==> src/rtl/serial_bus_master.sv <==
// ---------------------------------------------------------------------------
// serial_bus_master
//
// Initiator end of the serial master/slave bus. One parallel request from the
// host (slave select, read/write, single/burst, start address, word count) is
// turned into a serial control frame on `control`, followed either by
// bit-serial write data on `wD` or by bit-serial read data collected from `rD`.
//
// Ports:
//   clk        clock
//   rst        synchronous reset, active-high
//   req        host request pulse, sampled only while idle
//   req_slave  target slave ID
//   req_write  1 = write, 0 = read
//   req_burst  1 = burst transaction
//   req_addr   start address (the slave increments it, not the master)
//   req_len    word count; 0 -> 1, saturates at MAX_BURST, ignored if single
//   wr_data    next write word from the host
//   wr_req     pulse: wr_data was latched, host must present the next word
//   rd_data    last received read word
//   rd_valid   pulse: rd_data has just been updated
//   busy       high whenever a transaction is in progress
//   done       pulse on normal completion
//   err        pulse on ready timeout abort
//   control    serial control frame to the slave
//   wD         serial write data, MSB first
//   valid      write data valid
//   last       final word of the transaction is on the wire
//   rD         serial read data from the slave
//   ready      slave ready
// ---------------------------------------------------------------------------
module serial_bus_master #(
    parameter int ADDR_DEPTH = 2000,
    parameter int SLAVES     = 3,
    parameter int DATA_WIDTH = 32,
    parameter int S_ID_WIDTH = $clog2(SLAVES + 1),
    parameter int MAX_BURST  = 16,
    parameter int TIMEOUT    = 255
) (
    input  logic                              clk,
    input  logic                              rst,
    input  logic                              req,
    input  logic [S_ID_WIDTH-1:0]             req_slave,
    input  logic                              req_write,
    input  logic                              req_burst,
    input  logic [$clog2(ADDR_DEPTH)-1:0]     req_addr,
    input  logic [$clog2(MAX_BURST+1)-1:0]    req_len,
    input  logic [DATA_WIDTH-1:0]             wr_data,
    output logic                              wr_req,
    output logic [DATA_WIDTH-1:0]             rd_data,
    output logic                              rd_valid,
    output logic                              busy,
    output logic                              done,
    output logic                              err,
    output logic                              control,
    output logic                              wD,
    output logic                              valid,
    output logic                              last,
    input  logic                              rD,
    input  logic                              ready
);

    localparam int ADDR_WIDTH = $clog2(ADDR_DEPTH);
    localparam int FRAME_LEN  = 3 + S_ID_WIDTH + 2 + ADDR_WIDTH;
    localparam int LEN_WIDTH  = $clog2(MAX_BURST + 1);
    localparam int FCNT_WIDTH = $clog2(FRAME_LEN);
    localparam int BCNT_WIDTH = $clog2(DATA_WIDTH);
    localparam int TCNT_WIDTH = $clog2(TIMEOUT + 1);

    typedef enum logic [2:0] {
        IDLE,
        FRAME,
        WAIT_RDY,
        WRITE,
        READ
    } state_t;

    state_t                  state;
    logic                    is_write;
    logic [LEN_WIDTH-1:0]    words_left;
    logic [FRAME_LEN-2:0]    frame_sr;
    logic [FCNT_WIDTH-1:0]   fcnt;
    logic [BCNT_WIDTH-1:0]   bcnt;
    logic [TCNT_WIDTH-1:0]   tcnt;
    logic [DATA_WIDTH-1:0]   tx_sr;
    logic [DATA_WIDTH-2:0]   rx_sr;

    logic [LEN_WIDTH-1:0]    eff_len;
    logic [FRAME_LEN-1:0]    frame_word;

    // The host's word count is normalised before it is latched: single
    // transfers always move one word, a zero burst length still moves one
    // word, and anything above MAX_BURST is clipped so the slave never sees
    // a burst longer than it supports.
    always_comb begin
        eff_len = LEN_WIDTH'(1);
        if (req_burst) begin
            if (req_len == '0) begin
                eff_len = LEN_WIDTH'(1);
            end else if (req_len > LEN_WIDTH'(MAX_BURST)) begin
                eff_len = LEN_WIDTH'(MAX_BURST);
            end else begin
                eff_len = req_len;
            end
        end
    end

    // Control frame as it goes on the wire, MSB first: a fixed 3'b111 start
    // marker so the slave can find the frame, then slave ID, direction,
    // burst flag and start address.
    always_comb begin
        frame_word = {3'b111, req_slave, req_write, req_burst, req_addr};
    end

    // Transaction sequencer. Every bus and host output is a flop so nothing
    // combinational reaches the interconnect. The frame MSB goes straight to
    // `control` when the request is accepted, so the shift register only has
    // to hold the remaining FRAME_LEN-1 bits. The timeout counter measures
    // consecutive cycles with ready low and is cleared whenever the slave is
    // ready, so a short stall mid-word or between burst words does not eat
    // into the budget of a later stall. Words are counted down; when the
    // final word starts, `last` is raised (for reads already while waiting
    // for the slave, so it covers every sampled bit of that word).
    always_ff @(posedge clk) begin
        if (rst) begin
            state      <= IDLE;
            is_write   <= 1'b0;
            words_left <= '0;
            frame_sr   <= '0;
            fcnt       <= '0;
            bcnt       <= '0;
            tcnt       <= '0;
            tx_sr      <= '0;
            rx_sr      <= '0;
            wr_req     <= 1'b0;
            rd_data    <= '0;
            rd_valid   <= 1'b0;
            busy       <= 1'b0;
            done       <= 1'b0;
            err        <= 1'b0;
            control    <= 1'b0;
            wD         <= 1'b0;
            valid      <= 1'b0;
            last       <= 1'b0;
        end else begin
            wr_req   <= 1'b0;
            rd_valid <= 1'b0;
            done     <= 1'b0;
            err      <= 1'b0;

            case (state)
                IDLE: begin
                    if (req) begin
                        state      <= FRAME;
                        busy       <= 1'b1;
                        is_write   <= req_write;
                        words_left <= eff_len;
                        control    <= frame_word[FRAME_LEN-1];
                        frame_sr   <= frame_word[FRAME_LEN-2:0];
                        fcnt       <= '0;
                        bcnt       <= '0;
                        tcnt       <= '0;
                        if (req_write) begin
                            tx_sr  <= wr_data;
                            wr_req <= 1'b1;
                        end
                    end
                end

                FRAME: begin
                    if (fcnt == FCNT_WIDTH'(FRAME_LEN - 1)) begin
                        state   <= WAIT_RDY;
                        control <= 1'b0;
                        tcnt    <= '0;
                        if (!is_write) begin
                            last <= (words_left == LEN_WIDTH'(1));
                        end
                    end else begin
                        control  <= frame_sr[FRAME_LEN-2];
                        frame_sr <= {frame_sr[FRAME_LEN-3:0], 1'b0};
                        fcnt     <= fcnt + FCNT_WIDTH'(1);
                    end
                end

                WAIT_RDY: begin
                    if (ready) begin
                        tcnt <= '0;
                        if (is_write) begin
                            state <= WRITE;
                            valid <= 1'b1;
                            last  <= (words_left == LEN_WIDTH'(1));
                            wD    <= tx_sr[DATA_WIDTH-1];
                            tx_sr <= {tx_sr[DATA_WIDTH-2:0], 1'b0};
                            bcnt  <= '0;
                        end else begin
                            state <= READ;
                            rx_sr <= {rx_sr[DATA_WIDTH-3:0], rD};
                            bcnt  <= BCNT_WIDTH'(1);
                        end
                    end else if (tcnt == TCNT_WIDTH'(TIMEOUT - 1)) begin
                        state   <= IDLE;
                        err     <= 1'b1;
                        busy    <= 1'b0;
                        control <= 1'b0;
                        wD      <= 1'b0;
                        valid   <= 1'b0;
                        last    <= 1'b0;
                        tcnt    <= '0;
                    end else begin
                        tcnt <= tcnt + TCNT_WIDTH'(1);
                    end
                end

                WRITE: begin
                    if (bcnt != BCNT_WIDTH'(DATA_WIDTH - 1)) begin
                        wD    <= tx_sr[DATA_WIDTH-1];
                        tx_sr <= {tx_sr[DATA_WIDTH-2:0], 1'b0};
                        bcnt  <= bcnt + BCNT_WIDTH'(1);
                    end else if (words_left != LEN_WIDTH'(1)) begin
                        wD         <= wr_data[DATA_WIDTH-1];
                        tx_sr      <= {wr_data[DATA_WIDTH-2:0], 1'b0};
                        wr_req     <= 1'b1;
                        bcnt       <= '0;
                        words_left <= words_left - LEN_WIDTH'(1);
                        last       <= (words_left == LEN_WIDTH'(2));
                    end else begin
                        state      <= IDLE;
                        busy       <= 1'b0;
                        done       <= 1'b1;
                        valid      <= 1'b0;
                        last       <= 1'b0;
                        wD         <= 1'b0;
                        bcnt       <= '0;
                        words_left <= '0;
                    end
                end

                READ: begin
                    if (ready) begin
                        tcnt <= '0;
                        if (bcnt == BCNT_WIDTH'(DATA_WIDTH - 1)) begin
                            rd_data    <= {rx_sr, rD};
                            rd_valid   <= 1'b1;
                            bcnt       <= '0;
                            words_left <= words_left - LEN_WIDTH'(1);
                            if (words_left == LEN_WIDTH'(1)) begin
                                state <= IDLE;
                                busy  <= 1'b0;
                                done  <= 1'b1;
                                last  <= 1'b0;
                            end else begin
                                state <= WAIT_RDY;
                                last  <= (words_left == LEN_WIDTH'(2));
                            end
                        end else begin
                            rx_sr <= {rx_sr[DATA_WIDTH-3:0], rD};
                            bcnt  <= bcnt + BCNT_WIDTH'(1);
                        end
                    end else if (tcnt == TCNT_WIDTH'(TIMEOUT - 1)) begin
                        state   <= IDLE;
                        err     <= 1'b1;
                        busy    <= 1'b0;
                        control <= 1'b0;
                        wD      <= 1'b0;
                        valid   <= 1'b0;
                        last    <= 1'b0;
                        tcnt    <= '0;
                        bcnt    <= '0;
                    end else begin
                        tcnt <= tcnt + TCNT_WIDTH'(1);
                    end
                end

                default: begin
                    state   <= IDLE;
                    busy    <= 1'b0;
                    control <= 1'b0;
                    wD      <= 1'b0;
                    valid   <= 1'b0;
                    last    <= 1'b0;
                end
            endcase
        end
    end

endmodule

==> config.mk <==
export PLATFORM = sky130hd
export DESIGN_NAME = serial_bus_master
export DESIGN_NICKNAME = d
export VERILOG_FILES = /design/src/rtl/serial_bus_master.sv
export SDC_FILE = /design/constraint.sdc
export NUM_CORES = 1
export LEC_CHECK = 0
export CAP_MARGIN = 20
export CORE_MARGIN = 1.5
export CORE_UTILIZATION = 40
export CTS_CLUSTER_SIZE = 20
export DETAILED_ROUTE_END_ITERATION = 10
export HOLD_SLACK_MARGIN = 0.02
export PLACE_DENSITY_LB_ADDON = 0.1
export RECOVER_POWER = 50
export SLEW_MARGIN = 20
export SYNTH_ARGS = -nofsm -noshare
export SYNTH_HDL_FRONTEND = slang
export SYNTH_SLANG_ARGS = --single-unit
==> constraint.sdc <==
create_clock -name clk -period 2.8 [get_ports clk]
set_clock_uncertainty 0.2 [all_clocks]
set_input_delay 0.56 -clock clk [delete_from_list [all_inputs] [get_ports clk]]
set_output_delay 0.56 -clock clk [all_outputs]
set_load 0.005 [all_outputs]
==> results.ini <==
[synthesis]
synthDistinctLibCells=69
ys.flop_type=dfxtp_1
synth-async-reset-ratio=0
avgSynthCellArea_um2=8.40
syn_area_um2=6730
ys_ff_latch=148
syn-num-nets=868
synth_edf_count=0
ys_warn_count=0
ys_seq_area_frac=0.440
syn_inst=802

[worst_setup_path]
crit_type=flip-flop to flip-flop
end_kind=flip-flop
arrival_ns=2.60
required_ns=2.91
startpoint_type=flip-flop
cp_max_fo=12

[floorplan]
rows=47
die_h_um=133
die_x_um=133
initial_core_util=0.408
ios=98
die_area_um2=17600
core_um2=16500

[layout]
syn_to_final_growth_pct=26.3
antennaDiodeCount=0
final_area_um2=8510
final_cells=1118
nets=951
drive_gt1_frac=0.116

[place]
post-place-ws_ns=0.0953
dpl-instance-area_um2=7940
place_hpwl_um=11200
gp_congestion=0.842
portBuffers=97
dp_cells=1086

[route]
num_vias=6093
wirelength_um=17000
drtIter0Drc=599
postRouteAntennaNets=0
wl_per_cell_um=15.2
dr.pass1.iters=9
drc_errors=0
routed_via_density=5.45

[grt]
track_usage=0.198
antenna_found_initial=0
grt_pass1_vias=5925
grt_pass1_wl_um=28800
grt.overflow.total=0
grt_start_max_net_pins=65

[sta]
setup_viol=0
rsz0062_at_grt=false
tightest_slew_ns=0.681
finalCriticalPeriod_ns=2.49
finalCritPeriodShare=0.889
relSlewSlack=0.542
setup_tns_ns=0
timing.final.ws_setup_ns=0.310
finalHoldViolCount=0
fmax_mhz=402
hold_ws_ns=0.249
maxSlewViolCount=0

[clock_tree]
root_buffer=clkbuf_16
cts-buffers-inserted=17
cts_buffer_depth=2
cts_tree=built
htree_levels=4
clkSlewWorstSetupHoldPaths_ns=0.07
cts_setup_buffers=0
cts.sinks=148
cts_resized=0
cts_hold_buf=0
insertion_delay_ns=0.42

[power]
ir_drop_v=0.000436
p_leak_nw=3.02
cellPowerDensity_nw_per_um2=814

[job]
drv_cap=0

[worst_hold_path]
hold_path.class=flip-flop to flip-flop

[outcome]
run_status=finished, final reports clean

[per-stage QoR]
stage,util,power (mW)
global placement,0.480,4.64
floorplan,-,4.23
global route,0.515,7.34
finish,0.515,6.92
detailed placement,0.480,4.71
CTS,0.516,7.00
[synthesized netlist by cell type, types with 3 or more instances]
cell	instances	area, um2
a211oi_1	12	90.1
nand2_1	174	653
buf_6	6	67.6
inv_1	16	60.1
a22oi_1	4	30.0
buf_1	5	18.8
buf_2	8	40.0
nand4_1	4	25.0
mux2i_1	3	30.0
a31oi_1	5	31.3
a311oi_1	14	123
nor3_1	12	60.1
a32o_1	3	30.0
nor4_1	3	18.8
o21a_1	3	22.5
o21ai_0	15	75.1
xor2_1	3	26.3
nand2b_1	10	62.6
a21oi_1	100	500
or2_2	3	18.8
a222oi_1	31	310
nand3_1	8	40.0
ha_1	9	113
nor2_1	78	293
clkbuf_1	39	146
a211oi_2	28	350
dfxtp_1	148	2960
buf_4	4	30.0
nor2b_1	4	25.0
[registers in the layout, summed over array words and instances, names as in the netlist]
register / count
rd_valid: 1
rd_data: 32
control: 1
fcnt: 5
tcnt: 8
state: 3
done: 1
busy: 1
err: 1
wr_req: 1
is_write: 1
words_left: 5
rx_sr: 31
bcnt: 5
tx_sr: 32
wD: 1
valid: 1
frame_sr: 17
last: 1
[metal layers]
metal,routed length (um),GRT usage,vias up
met5,0,0,-
met2,8140,0.328,145
met4,215,0.0647,0
met1,7850,0.258,2875
met3,766,0.0421,18
li1,-,-,3055
[worst max-delay path, cell delays in order, from the launching register on]
cell and delay, ns:
dfxtp_1 0.34, ha_1 0.23, and3_1 0.19, ha_1 0.19
buf_4 0.19, nand3_1 0.09, a21oi_1 0.10, nor2_1 0.37
nor2_1 0.08, a2111oi_1 0.38
[path summary, 6_finish.rpt]
| check | start | cells after the start | to | slack, ns |
|---|---|---|---|---|
| worst max-delay path | bcnt[0] | 9 | words_left[0] | 0.31 |
| worst min-delay path | rd_data[16] | 2 | rd_data[16] | 0.25 |
| worst max register to register | bcnt[0] | 9 | words_left[0] | 0.31 |
| worst min register to register | rd_data[16] | 2 | rd_data[16] | 0.25 |
[cells in the final DEF, fill, tap and decap left out, types with 4 or more instances in the layout]
| master | n |
|---|---|
| a211oi_1 | 12 |
| a211oi_2 | 28 |
| a21oi_1 | 99 |
| a222oi_1 | 31 |
| a22oi_1 | 4 |
| a311oi_1 | 14 |
| a31oi_1 | 5 |
| buf_4 | 23 |
| clkbuf_16 | 17 |
| clkdlybuf4s50_1 | 54 |
| clkinv_4 | 4 |
| dfxtp_1 | 148 |
| dlygate4sd3_1 | 42 |
| ha_1 | 9 |
| inv_1 | 16 |
| inv_8 | 4 |
| nand2_1 | 174 |
| nand2b_1 | 10 |
| nand3_1 | 8 |
| nand4_1 | 4 |
| nor2_1 | 77 |
| nor3_1 | 12 |
| o21ai_0 | 15 |
[logic make-up (layout without fill, tap and decap cells)]
| logic type | Yosys count | count (layout) | synth area share |
|---|---|---|---|
| xor gates and xnor gates | 4 | 4 | 0.00520 |
| and+or+nand+nor | 316 | 316 | 0.207 |
| muxes | 3 | 3 | 0.00446 |
| adders and majority gates | 9 | 9 | 0.0167 |
| DFF | 148 | 148 | 0.440 |
| buffers and inverters | 78 | 174 | 0.0539 |
| AOI/OAI and AO/OA | 244 | 244 | 0.273 |
[cell type report]
cell class,instances,area (um2)
clock buffers,17,425
flip-flops and latches,148,2960
inverters,16,60.1
well taps,220,275
fillers,1561,8020
repair buffers,126,1210
multi-input cells,576,3410
clock inverters,15,168
[where the power goes]
part           internal (mW)  leakage (nW)  switching [mW]  total [mW]
Clock                   1.27         0.285           0.998        2.26
Combinational          0.830          1.54            1.18        2.01
Sequential              2.44          1.20           0.208        2.65
Total                   4.54          3.02            2.39        6.92
Power figures use the tool's default switching activity.
